--- src/rtl/color_histogram_features_if.sv ---
// Read-only BRAM port bundle between the histogram engine and the two pixel
// memories it scans (colour-bin BRAM and cluster-ID BRAM).
//   master : histogram engine (drives addresses, receives read data)
//   slave  : BRAM side (receives addresses, returns read data)
// Signals:
//   CIE_AB_COLOR_PORTB_addr  16  pixel address, colour-bin BRAM
//   CIE_AB_COLOR_PORTB_din    8  {a_bin[3:0], b_bin[3:0]}
//   Cluster_ID_PORTB_addr    16  pixel address, cluster BRAM
//   Cluster_ID_PORTB_din      1  1 = foreground cluster
interface color_histogram_features_if;
  logic [15:0] CIE_AB_COLOR_PORTB_addr;
  logic [7:0]  CIE_AB_COLOR_PORTB_din;
  logic [15:0] Cluster_ID_PORTB_addr;
  logic        Cluster_ID_PORTB_din;

  modport master (
    output CIE_AB_COLOR_PORTB_addr,
    output Cluster_ID_PORTB_addr,
    input  CIE_AB_COLOR_PORTB_din,
    input  Cluster_ID_PORTB_din
  );

  modport slave (
    input  CIE_AB_COLOR_PORTB_addr,
    input  Cluster_ID_PORTB_addr,
    output CIE_AB_COLOR_PORTB_din,
    output Cluster_ID_PORTB_din
  );
endinterface

--- src/rtl/color_histogram_features.sv ---
// Colour histogram feature extractor. After the clustering stage finishes,
// scans every pixel of the cluster-ID and colour-bin BRAMs and, for each
// foreground pixel, counts its a-bin and b-bin into 32 saturating counters.
// Ports:
//   clk, reset      clock, asynchronous active-high reset
//   start_hist      level input; a run starts on its rising edge
//   done_hist       high when the histogram is complete, until start_hist drops
//   busy            high from CLEAR through DRAIN
//   bram            BRAM read port bundle (master side)
//   feat_rd_addr    0-15 a-bin counters, 16-31 b-bin counters
//   feat_rd_data    registered counter value, 1-cycle read latency
//   fg_count        number of foreground pixels counted
//
// state   | meaning
// --------+-----------------------------------------------------------
// S_IDLE  | waiting for a start_hist rising edge
// S_CLEAR | zero one counter per cycle (32 cycles), fg_count on first
// S_READ  | issue addresses 1..TOTAL_PIXELS, one per cycle
// S_DRAIN | let the last RD_LATENCY reads land in the counters
// S_DONE  | done_hist high until start_hist is released
module color_histogram_features #(
  parameter int TOTAL_PIXELS = 50176,
  parameter int RD_LATENCY   = 2,
  parameter int CNT_W        = 16
) (
  input  logic                          clk,
  input  logic                          reset,
  input  logic                          start_hist,
  output logic                          done_hist,
  output logic                          busy,
  color_histogram_features_if.master    bram,
  input  logic [4:0]                    feat_rd_addr,
  output logic [CNT_W-1:0]              feat_rd_data,
  output logic [CNT_W-1:0]              fg_count
);

  typedef enum logic [2:0] {S_IDLE, S_CLEAR, S_READ, S_DRAIN, S_DONE} state_t;

  localparam int                DW        = $clog2(RD_LATENCY + 1);
  localparam logic [CNT_W-1:0]  CNT_MAX   = '1;
  localparam logic [15:0]       LAST_ADDR = 16'(TOTAL_PIXELS);

  state_t                 state;
  logic                   start_d;
  logic                   start_pulse;
  logic [4:0]             clr_idx;
  logic [DW-1:0]          drain_cnt;
  logic [15:0]            addr;
  logic [RD_LATENCY-1:0]  vpipe;
  logic [CNT_W-1:0]       cnt [32];
  logic                   acc;
  logic [4:0]             a_idx;
  logic [4:0]             b_idx;

  assign bram.CIE_AB_COLOR_PORTB_addr = addr;
  assign bram.Cluster_ID_PORTB_addr   = addr;

  // a-bins live at 0-15 and b-bins at 16-31, so the two updates never collide.
  assign acc   = vpipe[RD_LATENCY-1] & bram.Cluster_ID_PORTB_din;
  assign a_idx = {1'b0, bram.CIE_AB_COLOR_PORTB_din[7:4]};
  assign b_idx = {1'b1, bram.CIE_AB_COLOR_PORTB_din[3:0]};

  always_ff @(posedge clk or posedge reset) begin
    if (reset) begin
      state       <= S_IDLE;
      // Resetting the edge detector high means a start_hist level that is
      // still asserted after reset cannot be mistaken for a fresh edge.
      start_d     <= 1'b1;
      start_pulse <= 1'b0;
      done_hist   <= 1'b0;
      busy        <= 1'b0;
      addr        <= '0;
      clr_idx     <= '0;
      drain_cnt   <= '0;
      vpipe       <= '0;
      fg_count    <= '0;
    end else begin
      start_d     <= start_hist;
      start_pulse <= start_hist & ~start_d;
      vpipe       <= (vpipe << 1) | RD_LATENCY'(state == S_READ);

      if (state == S_CLEAR && clr_idx == 5'd0)
        fg_count <= '0;
      else if (acc && fg_count != CNT_MAX)
        fg_count <= fg_count + 1'b1;

      case (state)
        S_IDLE: begin
          done_hist <= 1'b0;
          if (start_pulse) begin
            state   <= S_CLEAR;
            busy    <= 1'b1;
            clr_idx <= '0;
          end
        end
        S_CLEAR: begin
          if (clr_idx == 5'd31) begin
            state <= S_READ;
            addr  <= 16'd1;
          end else begin
            clr_idx <= clr_idx + 1'b1;
          end
        end
        S_READ: begin
          if (addr == LAST_ADDR) begin
            state     <= S_DRAIN;
            drain_cnt <= DW'(RD_LATENCY - 1);
          end else begin
            addr <= addr + 1'b1;
          end
        end
        S_DRAIN: begin
          if (drain_cnt == '0) begin
            state     <= S_DONE;
            busy      <= 1'b0;
            done_hist <= 1'b1;
          end else begin
            drain_cnt <= drain_cnt - 1'b1;
          end
        end
        S_DONE: begin
          if (!start_hist) begin
            state     <= S_IDLE;
            done_hist <= 1'b0;
          end
        end
        default: state <= S_IDLE;
      endcase
    end
  end

  always_ff @(posedge clk or posedge reset) begin
    if (reset) begin
      for (int i = 0; i < 32; i++) cnt[i] <= '0;
    end else if (state == S_CLEAR) begin
      cnt[clr_idx] <= '0;
    end else if (acc) begin
      if (cnt[a_idx] != CNT_MAX) cnt[a_idx] <= cnt[a_idx] + 1'b1;
      if (cnt[b_idx] != CNT_MAX) cnt[b_idx] <= cnt[b_idx] + 1'b1;
    end
  end

  always_ff @(posedge clk or posedge reset) begin
    if (reset) feat_rd_data <= '0;
    else       feat_rd_data <= cnt[feat_rd_addr];
  end

endmodule

--- src/flat_wrapper.sv ---
// flat-port wrapper written by rule: the top's interface ports become plain ports
module color_histogram_features_flat 
#(
  parameter int TOTAL_PIXELS = 50176,
  parameter int RD_LATENCY   = 2,
  parameter int CNT_W        = 16
)
  (clk, reset, start_hist, done_hist, busy, feat_rd_addr, feat_rd_data, fg_count, bram_CIE_AB_COLOR_PORTB_addr, bram_Cluster_ID_PORTB_addr, bram_CIE_AB_COLOR_PORTB_din, bram_Cluster_ID_PORTB_din);
  color_histogram_features_if bram_i ();
  input  logic clk;
  input  logic reset;
  input  logic start_hist;
  output logic done_hist;
  output logic busy;
  input  logic [4:0] feat_rd_addr;
  output logic [CNT_W-1:0] feat_rd_data;
  output logic [CNT_W-1:0] fg_count;
  output wire logic [$bits(bram_i.CIE_AB_COLOR_PORTB_addr)-1:0] bram_CIE_AB_COLOR_PORTB_addr;
  output wire logic [$bits(bram_i.Cluster_ID_PORTB_addr)-1:0] bram_Cluster_ID_PORTB_addr;
  input wire logic [$bits(bram_i.CIE_AB_COLOR_PORTB_din)-1:0] bram_CIE_AB_COLOR_PORTB_din;
  input wire logic [$bits(bram_i.Cluster_ID_PORTB_din)-1:0] bram_Cluster_ID_PORTB_din;
  assign bram_CIE_AB_COLOR_PORTB_addr = bram_i.CIE_AB_COLOR_PORTB_addr;
  assign bram_Cluster_ID_PORTB_addr = bram_i.Cluster_ID_PORTB_addr;
  assign bram_i.CIE_AB_COLOR_PORTB_din = bram_CIE_AB_COLOR_PORTB_din;
  assign bram_i.Cluster_ID_PORTB_din = bram_Cluster_ID_PORTB_din;
  color_histogram_features #(.TOTAL_PIXELS(TOTAL_PIXELS), .RD_LATENCY(RD_LATENCY), .CNT_W(CNT_W)) u_core (.clk(clk), .reset(reset), .start_hist(start_hist), .done_hist(done_hist), .busy(busy), .bram(bram_i), .feat_rd_addr(feat_rd_addr), .feat_rd_data(feat_rd_data), .fg_count(fg_count));
endmodule
--- config.mk ---
export PLATFORM = sky130hd
export DESIGN_NAME = color_histogram_features_flat
export DESIGN_NICKNAME = d
export VERILOG_FILES = /design/src/rtl/color_histogram_features_if.sv /design/src/rtl/color_histogram_features.sv /design/src/flat_wrapper.sv
export SDC_FILE = /design/constraint.sdc
export NUM_CORES = 1
export LEC_CHECK = 0
export BUFFER_PORTS_ARGS = -buffer_cell sky130_fd_sc_hd__buf_2
export CORE_UTILIZATION = 55
export DETAILED_ROUTE_END_ITERATION = 6
export GPL_ROUTABILITY_DRIVEN = 0
export GPL_TIMING_DRIVEN = 0
export PLACE_DENSITY = 0.72
export RECOVER_POWER = 25
export SETUP_SLACK_MARGIN = 0.02
export SLEW_MARGIN = 20
export SYNTH_ARGS = -nofsm -noshare
export SYNTH_HDL_FRONTEND = slang
export SYNTH_SLANG_ARGS = --single-unit
--- constraint.sdc ---
create_clock -name clk -period 57.3 [get_ports clk]
set_input_delay 11.46 -clock clk [delete_from_list [all_inputs] [get_ports clk]]
set_output_delay 11.46 -clock clk [all_outputs]
set_load 0.01 [all_outputs]
==> run summary <==
sequential share of the synthesized area: 0.463
vias per cell: 7.24
Post-CTS Resized: 0
Power Density: 27.6 nW/um^2
CTS Buf Count: 60
RSZ-0062 raised after global routing: no
initial antenna violation count: 8
area of the multi-input gates: 15100 sq um
worst skew pair latency: 0.66 ns
total number of vias: 24869
fin worst setup slack: 38.65 ns
top cell type by total area after synthesis: dfrtp_1
synth top area cells: dfrtp_1 (46%), mux4_2 (21%), a22o_1 (5.8%)
Mean Syn Cell Area: 12.5 sq um
top_reg_cell synth: dfrtp_1
drt initial violations: 3512
Slew HR: -3.00
CTS tree: yes
most frequent cells in the layout: dfrtp_1 (575), mux4_2 (288), nand3_1 (277)
nets: 2662
Final Hold Viols: 0
most common cell after layout, fill and taps aside: dfrtp_1
fin crit period: 18.65 ns
CTS HTree Levels: 2
Final period util: 0.326
fin cells: 3435
area occupied by registers: 14400 sq um
Critical Path RT: 56.59 ns
layout cells sized above 1: 0.265
Layout fillers: 4247
core area: 55500 sq um
TNS Setup: 0 ns
Async S/R FF share, synth: 1.00
largest net degree at the start of global routing: 113
FMAX: 0.0536 GHz
WL/cell: 29.7 um
Reg clk slew, reported paths: 0.06 ns
pre-CTS setup slack: 41.07 ns
Placed Area: 32600 sq um
flops & latches, synth: 576
Clock Tree Buf Depth: 3
postcts setup bufs: 0
Final Skew: 0.0352 ns
CTS Hold Bufs: 0
crit end category: async pin
dpl cells: 3320
failing checks: capacitance limit, slew limit
type of the worst setup path: input port to async pin
Die Ht: 240 um
Total Power: 0.959 mW
critical path fanouts, max: 112
synthesis-to-layout area growth: 11.4%
Post-Syn Instances: 2493
HPWL after detailed placement: 72900 um
Static Leak: 15.1 nW
post-synth top area share: 0.462
number of enable flip-flop cells after synthesis: 0
Final Util: 0.625
final wirelength: 102000 um
die area: 57600 sq um
Global Route Usage Sum: 0.361
row count: 86
status: complete, but fails checks
Worst Hold Slack: 0.346 ns
clk sinks: 576
Port Buf Inserts: 74
DRC viols: 0
maximum vdd drop: 0.0000240 V
detailed-router iteration count before antenna repair: 6
final setup fails: 0
IO Pins: 83
crit start category: input port
die width: 240 um
GRT overflow: 0
max-cap violations: 4
clk root buf: clkbuf_16
number of library cell types mapped by synthesis: 70
Yosys warnings: 0
Max Slew Vio Count: 370
vias in the first global route: 24746
syn_nets: 2521
Initial Util: 0.561
Slew @ Worst Pin: 6.00 ns
Hold WC Path Type: flip-flop to flip-flop
global-route wire length before repair: 153000 um
final instance area: 34700 sq um
post-route ant nets: 0
synthesized area: 31200 sq um
CP arrival: 17.94 ns
-- power breakdown --
group	switching (mW)	total (mW)	internal, mW
registers	0.00855	0.423	0.414
clock network	0.174	0.429	0.255
logic	0.0754	0.107	0.0320
total	0.258	0.959	0.701
-- flip-flops by register name, indices dropped and copies added (netlist names) --
name and count:
u_core.start_pulse 1, u_core.bram.CIE_AB_COLOR_PORTB_addr 16, u_core.feat_rd_data 16, u_core.start_d 1, u_core.busy 1, u_core.drain_cnt 2, u_core.fg_count 16, u_core.done_hist 1
u_core.state 3, u_core.cnt 512, u_core.vpipe 2, u_core.clr_idx 5
-- worst max-delay path, stage by stage --
cell	delay, ns
buf_2	0.10
clkinvlp_2	1.87
clkbuf_1	4.29
-- layout make-up --
type                       instances  share of cell area
tap                              748              0.0270
buffer                           265              0.0443
clock inverter                    28              0.0114
timing repair buffer              79              0.0125
clock buffer                      83              0.0509
multi-input combinational       1627               0.436
inverter                          25             0.00274
sequential                       576               0.415
antenna                            4            0.000288
-- kinds of logic after synthesis --
family,count (synthesis),share of synthesized area
buf+inv,290,0.0520
mux,356,0.232
flops,576,0.463
fa+ha+maj,11,0.00442
xor+xnor,51,0.0146
simple gates,618,0.103
compound gates,591,0.132
-- per-layer routing --
metal  track usage  wire length [um]  vias up
li1              -                 -     9899
met1         0.493             37200    12625
met2         0.525             45400     2011
met3         0.119             14800      330
met4         0.166              4390        4
met5       0.00866                77        -
-- cell usage after synthesis (18+ instances only) --
library cell and instances:
a22o_1 206, a22oi_1 56, and2_1 45, buf_2 67, buf_4 52, buf_6 19, clkbuf_1 95, dfrtp_1 575
inv_1 25, mux2_2 41, mux2i_1 26, mux4_2 288, nand2_1 125, nand3_1 277, nand4_1 18, nor2_1 56
nor3_1 18, o21ai_0 257, xnor2_1 20, xor2_1 30
-- worst paths after layout --
| path | from | endpoint | slack [ns] | cells after the start |
|---|---|---|---|---|
| max | reset | u_core.cnt[148] | 38.65 | 3 |
| min | u_core.vpipe[0] | u_core.vpipe[1] | 0.35 | 0 |
| max reg2reg | u_core.cnt[192] | u_core.cnt[236] | 52.71 | 13 |
| min reg2reg | u_core.vpipe[0] | u_core.vpipe[1] | 0.35 | 0 |
| max in group clk | bram_CIE_AB_COLOR_PORTB_din[1] | u_core.cnt[236] | 41.43 | 16 |
| min in group asynchronous | reset | u_core.fg_count[8] | 11.79 | 2 |
No activity file was read; power rests on OpenSTA's default activity.
